[src/rtl/pmu_wr_responder.sv]
// PMU-side responder for the four-phase req/ack register-write handshake.
// Synchronizes req_i, captures the register bundle into shadows and returns ack.
module pmu_wr_responder #(
  parameter int unsigned SYNC_STAGES = 2,
  parameter int unsigned DATA_WIDTH  = 32,
  parameter int unsigned CNT_WIDTH   = 8
) (
  input  logic                  clk_i,
  input  logic                  rst_i,
  input  logic                  req_i,
  input  logic [DATA_WIDTH-1:0] scratch_i,
  input  logic                  pmu_en_i,
  input  logic [DATA_WIDTH-1:0] pmu_mode_i,
  input  logic                  hold_i,
  output logic                  ack_o,
  output logic [DATA_WIDTH-1:0] scratch_o,
  output logic [DATA_WIDTH-1:0] pmu_mode_o,
  output logic                  pmu_en_o,
  output logic                  trig_o,
  output logic                  mode_chg_o,
  output logic [CNT_WIDTH-1:0]  wr_cnt_o,
  output logic                  busy_o
);

  if (SYNC_STAGES < 2 || SYNC_STAGES > 4) begin : g_bad_sync
    $error("pmu_wr_responder: SYNC_STAGES must be 2..4");
  end

  typedef enum logic [1:0] {
    IDLE    = 2'd0,
    CAPTURE = 2'd1,
    ACK     = 2'd2
  } state_e;

  state_e                  state_q;
  logic [SYNC_STAGES-1:0]  sync_q;
  logic                    req_s;
  logic                    ack_q;
  logic                    busy_q;
  logic                    trig_q;
  logic                    mode_chg_q;
  logic                    pmu_en_q;
  logic [DATA_WIDTH-1:0]   scratch_q;
  logic [DATA_WIDTH-1:0]   pmu_mode_q;
  logic [CNT_WIDTH-1:0]    wr_cnt_q;

  // Request synchronizer; only the last stage is ever used.
  always_ff @(posedge clk_i) begin
    if (rst_i) begin
      sync_q <= '0;
    end else begin
      sync_q <= {sync_q[SYNC_STAGES-2:0], req_i};
    end
  end

  assign req_s = sync_q[SYNC_STAGES-1];

  // Handshake FSM; ack/busy are registered alongside the state they reflect.
  always_ff @(posedge clk_i) begin
    if (rst_i) begin
      state_q    <= IDLE;
      ack_q      <= 1'b0;
      busy_q     <= 1'b0;
      trig_q     <= 1'b0;
      mode_chg_q <= 1'b0;
      pmu_en_q   <= 1'b0;
      scratch_q  <= '0;
      pmu_mode_q <= '0;
      wr_cnt_q   <= '0;
    end else begin
      trig_q     <= 1'b0;
      mode_chg_q <= 1'b0;
      case (state_q)
        IDLE: begin
          if (req_s && !hold_i) begin
            state_q <= CAPTURE;
            busy_q  <= 1'b1;
          end
        end
        CAPTURE: begin
          // Data inputs have been stable for at least SYNC_STAGES cycles here.
          scratch_q  <= scratch_i;
          pmu_mode_q <= pmu_mode_i;
          pmu_en_q   <= pmu_en_i;
          wr_cnt_q   <= wr_cnt_q + CNT_WIDTH'(1);
          trig_q     <= pmu_en_i;
          mode_chg_q <= (pmu_mode_i != pmu_mode_q);
          state_q    <= ACK;
          ack_q      <= 1'b1;
        end
        ACK: begin
          if (!req_s) begin
            state_q <= IDLE;
            ack_q   <= 1'b0;
            busy_q  <= 1'b0;
          end
        end
        default: begin
          state_q <= IDLE;
          ack_q   <= 1'b0;
          busy_q  <= 1'b0;
        end
      endcase
    end
  end

  assign ack_o      = ack_q;
  assign busy_o     = busy_q;
  assign trig_o     = trig_q;
  assign mode_chg_o = mode_chg_q;
  assign pmu_en_o   = pmu_en_q;
  assign scratch_o  = scratch_q;
  assign pmu_mode_o = pmu_mode_q;
  assign wr_cnt_o   = wr_cnt_q;

endmodule

[config.mk]
export PLATFORM = sky130hd
export DESIGN_NAME = pmu_wr_responder
export DESIGN_NICKNAME = d
export VERILOG_FILES = /design/src/rtl/pmu_wr_responder.sv
export SDC_FILE = /design/constraint.sdc
export NUM_CORES = 1
export LEC_CHECK = 0
export ABC_AREA = 1
export BUFFER_PORTS_ARGS = -buffer_cell sky130_fd_sc_hd__buf_2
export CAP_MARGIN = 0
export CORE_MARGIN = 2
export CORE_UTILIZATION = 48
export DETAILED_ROUTE_END_ITERATION = 8
export PLACE_DENSITY = 0.8
export SYNTH_ARGS = -nofsm -noshare
export SYNTH_HDL_FRONTEND = slang
export SYNTH_SLANG_ARGS = --single-unit
[constraint.sdc]
create_clock -name clk_i -period 1.37 [get_ports clk_i]
set_input_delay 0.0685 -clock clk_i [delete_from_list [all_inputs] [get_ports clk_i]]
set_output_delay 0.0685 -clock clk_i [all_outputs]
set_load 0.005 [all_outputs]
==> impl_results.rst <==
.. list-table::
   :header-rows: 1

   * - Metric
     - Value
   * - R2r worst-path depth
     - 6
   * - Hold Crit Depth
     - 2
   * - Largest net degree at the start of global routing
     - 36
   * - Multiplexer area fraction after synthesis
     - 0
   * - First DRT Iteration DRCs
     - 139
   * - Root Driver
     - sky130_fd_sc_hd__clkbuf_8
   * - Number of setup violations in the final report
     - 0
   * - Critical path data required time
     - 1600 ps
   * - Post-layout total power
     - 5.42 mW
   * - Synthesis warning total
     - 0
   * - Average footprint of a synthesized cell
     - 6.85 sq um
   * - FP Rows
     - 30
   * - Clock transition at the registers of the reported paths
     - 80 ps
   * - Cell Count Post-Placement
     - 733
   * - Compound-Gate Fraction of Synth Area
     - 0.157
   * - Leakage
     - 2.73 nW
   * - Worst-margin pin slew
     - 360 ps
   * - Clock tree from TritonCTS
     - done
   * - Power per cell area
     - 1050 mW/mm^2
   * - Register share of total power
     - 0.486
   * - DRC
     - 0
   * - Commonest cells after routing, fill and taps aside
     - sky130_fd_sc_hd__buf_2 (145), sky130_fd_sc_hd__nand2_1 (105), sky130_fd_sc_hd__nor2_1 (103), sky130_fd_sc_hd__dfxtp_1 (81)
   * - Filler cell count
     - 512
   * - Area of the mapped netlist
     - 0.00346 sq mm
   * - Worst clock skew
     - 7.01 ps
   * - Area share of and/or/nand/nor cells after synthesis
     - 0.250
   * - Total via count after detailed routing
     - 3889
   * - Maximum clock insertion buffer count
     - 2
   * - Width of the chip
     - 88.9 microns
   * - Worst-skew pair later-pin latency
     - 340 ps
   * - Global-route wire length before repair
     - 15800 microns
   * - Status
     - finished clean
   * - Logic pwr share
     - 0.179
   * - Maximum capacitance violations
     - 0
   * - Tightest Hold Check Type
     - primary input to flip-flop
   * - Count of input and output buffers
     - 145
   * - Arr. time, crit path
     - 1530 ps
   * - Total of flip-flops plus latches after synthesis
     - 81
   * - Minimum period implied by the final worst setup slack
     - 1290 ps
   * - Top-Level Pins
     - 146
   * - Total routed wirelength
     - 10100 microns
   * - Number of global-route vias before repair
     - 3632
   * - Highest clock rate
     - 773 MHz
   * - Final period util
     - 0.945
   * - DR vias/cell
     - 4.77
   * - RD Place Congestion
     - 0.777
   * - Overflow left after global routing
     - 0
   * - Number of nets in the synthesized netlist
     - 575
   * - Switching part of the total power
     - 0.261
   * - Crit-path max FO
     - 11
   * - Most common library cell in the layout ignoring fill and taps
     - sky130_fd_sc_hd__buf_2
   * - Normalized max-slew margin
     - 0.759
   * - Area of combinational cells with multiple inputs
     - 0.00147 sq mm
   * - Combinational family with the most area after synthesis
     - simple AND/OR/NAND/NOR gates
   * - Clock network fraction of total power
     - 0.335
   * - Total Die Area
     - 0.00790 sq mm
   * - First-pass detailed-route iteration total
     - 4
   * - Crit path launch type
     - flip-flop
   * - Area taken by flip-flops and latches
     - 0.00162 sq mm
   * - Area added between synthesis and finish
     - 49.5%
   * - Worst voltage drop across the vdd grid
     - 0.777 mV
   * - CTS sink count
     - 81
   * - Initial Util
     - 0.503
   * - Adder-cell share of the synthesized area
     - 0.00362
   * - Pint
     - 4.00 mW
   * - Total number of H-tree levels
     - 3
   * - Post-synthesis share of cell area spent on xor and xnor gates
     - 0.0101
   * - Cts bufs inserted
     - 9
   * - Die outline height
     - 88.9 microns
   * - Worst setup path class
     - flip-flop to flip-flop
   * - Diodes inserted
     - 0
   * - Net Sw Power
     - 1.42 mW
   * - Fin. max-slew vios
     - 0
   * - Antenna violations before repair
     - 0
   * - Number of library cell types mapped by synthesis
     - 23
   * - Count of final hold-check violations
     - 0
   * - Sequential area share after synthesis
     - 0.469
   * - Post-layout nets
     - 785
   * - Core area
     - 0.00687 sq mm
   * - Final cell count without fillers
     - 816
   * - Post-detailed-placement half-perimeter wirelength
     - 6250 microns
   * - Layout cells sized above 1
     - 0.250
   * - Wire per inst
     - 12.4 microns
   * - Total routing resource utilization after global routing
     - 0.256
   * - Residual antenna-violating net count after detailed routing
     - 0
   * - Synthesized instance count
     - 505
   * - Element type at the critical path end
     - flip-flop
   * - Unrepaired setup endpoints after global routing
     - yes
## metrics by stage
step                      hold WS (ps)  setup slack (ps)  setup TNS, ps   util  instance area (sq um)
after detailed placement           282              15.3              0  0.624                   4290
after floorplan                    175               219              0      -                   3460
after global routing              16.3             -5.98          -5.98  0.753                   5170
final                             24.2              75.7              0  0.753                   5170
after CTS                         4.80              67.2              0  0.751                   5160
after global placement             271              68.9              0  0.624                   4290
## cell usage after synthesis, drive strengths merged
| library cell | count | area [sq um] |
|---|---|---|
| nand3 | 6 | 35.0 |
| nor3 | 1 | 5.00 |
| inv | 69 | 259 |
| buf | 13 | 83.8 |
| nand2 | 105 | 394 |
| ha | 1 | 12.5 |
| dfxtp | 81 | 1620 |
| clkbuf | 10 | 37.5 |
| a31o | 1 | 8.76 |
| a21oi | 36 | 180 |
| nand3b | 1 | 20.0 |
| xnor2 | 1 | 8.76 |
| xor2 | 3 | 26.3 |
| o21a | 1 | 7.51 |
| o21ai | 69 | 345 |
| nor2 | 107 | 412 |
## power by group through the flow
stage               logic [mW]  registers (mW)  clock network, mW
floorplan                0.417            2.69                  0
global placement         0.772            2.67                  0
detailed placement       0.798            2.68                  0
CTS                      0.952            2.63               1.85
global route              1.09            2.65               1.96
finish                   0.970            2.63               1.81
## worst paths after layout
path / start / to / slack [ps]
worst max-delay path: state_q[0] / pmu_en_o / 80
worst min register to register: sync_q[0] / sync_q[1] / 410
worst min-delay path: rst_i / busy_o / 20
worst max register to register: state_q[0] / pmu_en_o / 80
## sequential cells by signal, summed over array words and instances, names as in the netlist
signal and cells:
ack_o 1, trig_o 1, wr_cnt_o 8, state_q 2
pmu_en_o 1, scratch_o 32, pmu_mode_o 32, sync_q 2
mode_chg_o 1, busy_o 1
## final cells by class
| cell class | count | share of cell area |
|---|---|---|
| clock buffers | 14 | 0.0334 |
| flip-flops and latches | 81 | 0.314 |
| clock inverters | 2 | 0.00678 |
| multi-input cells | 332 | 0.283 |
| repair buffers | 222 | 0.289 |
| well taps | 96 | 0.0232 |
| inverters | 69 | 0.0501 |
## kinds of logic (layout without fill, tap and decap cells)
family	after synthesis	count (layout)
flops	81	81
xor+xnor	4	4
fa+ha+maj	1	1
compound gates	107	107
buf+inv	92	307
simple gates	220	220
## what timing repair did
item	CTS	global route
hold buffers	64	0
pin swaps	1	0
gates resized for setup	0	5
endpoints found under the hold margin	64	0
endpoints found under the setup margin	1	7
setup buffers	3	0
## critical path, cell delays in order, from the launching register on
cell and delay, ps:
sky130_fd_sc_hd__dfxtp_1 340, sky130_fd_sc_hd__inv_1 80, sky130_fd_sc_hd__nor2_4 120, sky130_fd_sc_hd__buf_4 150, sky130_fd_sc_hd__inv_1 80, sky130_fd_sc_hd__buf_4 180, sky130_fd_sc_hd__a31o_2 250
## routing by layer
layer | GRT usage | vias to the layer above | routed length (microns)
met1 | 0.293 | 1763 | 4140
met2 | 0.453 | 129 | 4970
met3 | 0.0718 | 26 | 696
met4 | 0.0964 | 0 | 280
met5 | 0 | - | 0
li1 | - | 1971 | -
(Power assumes the default switching activity.)
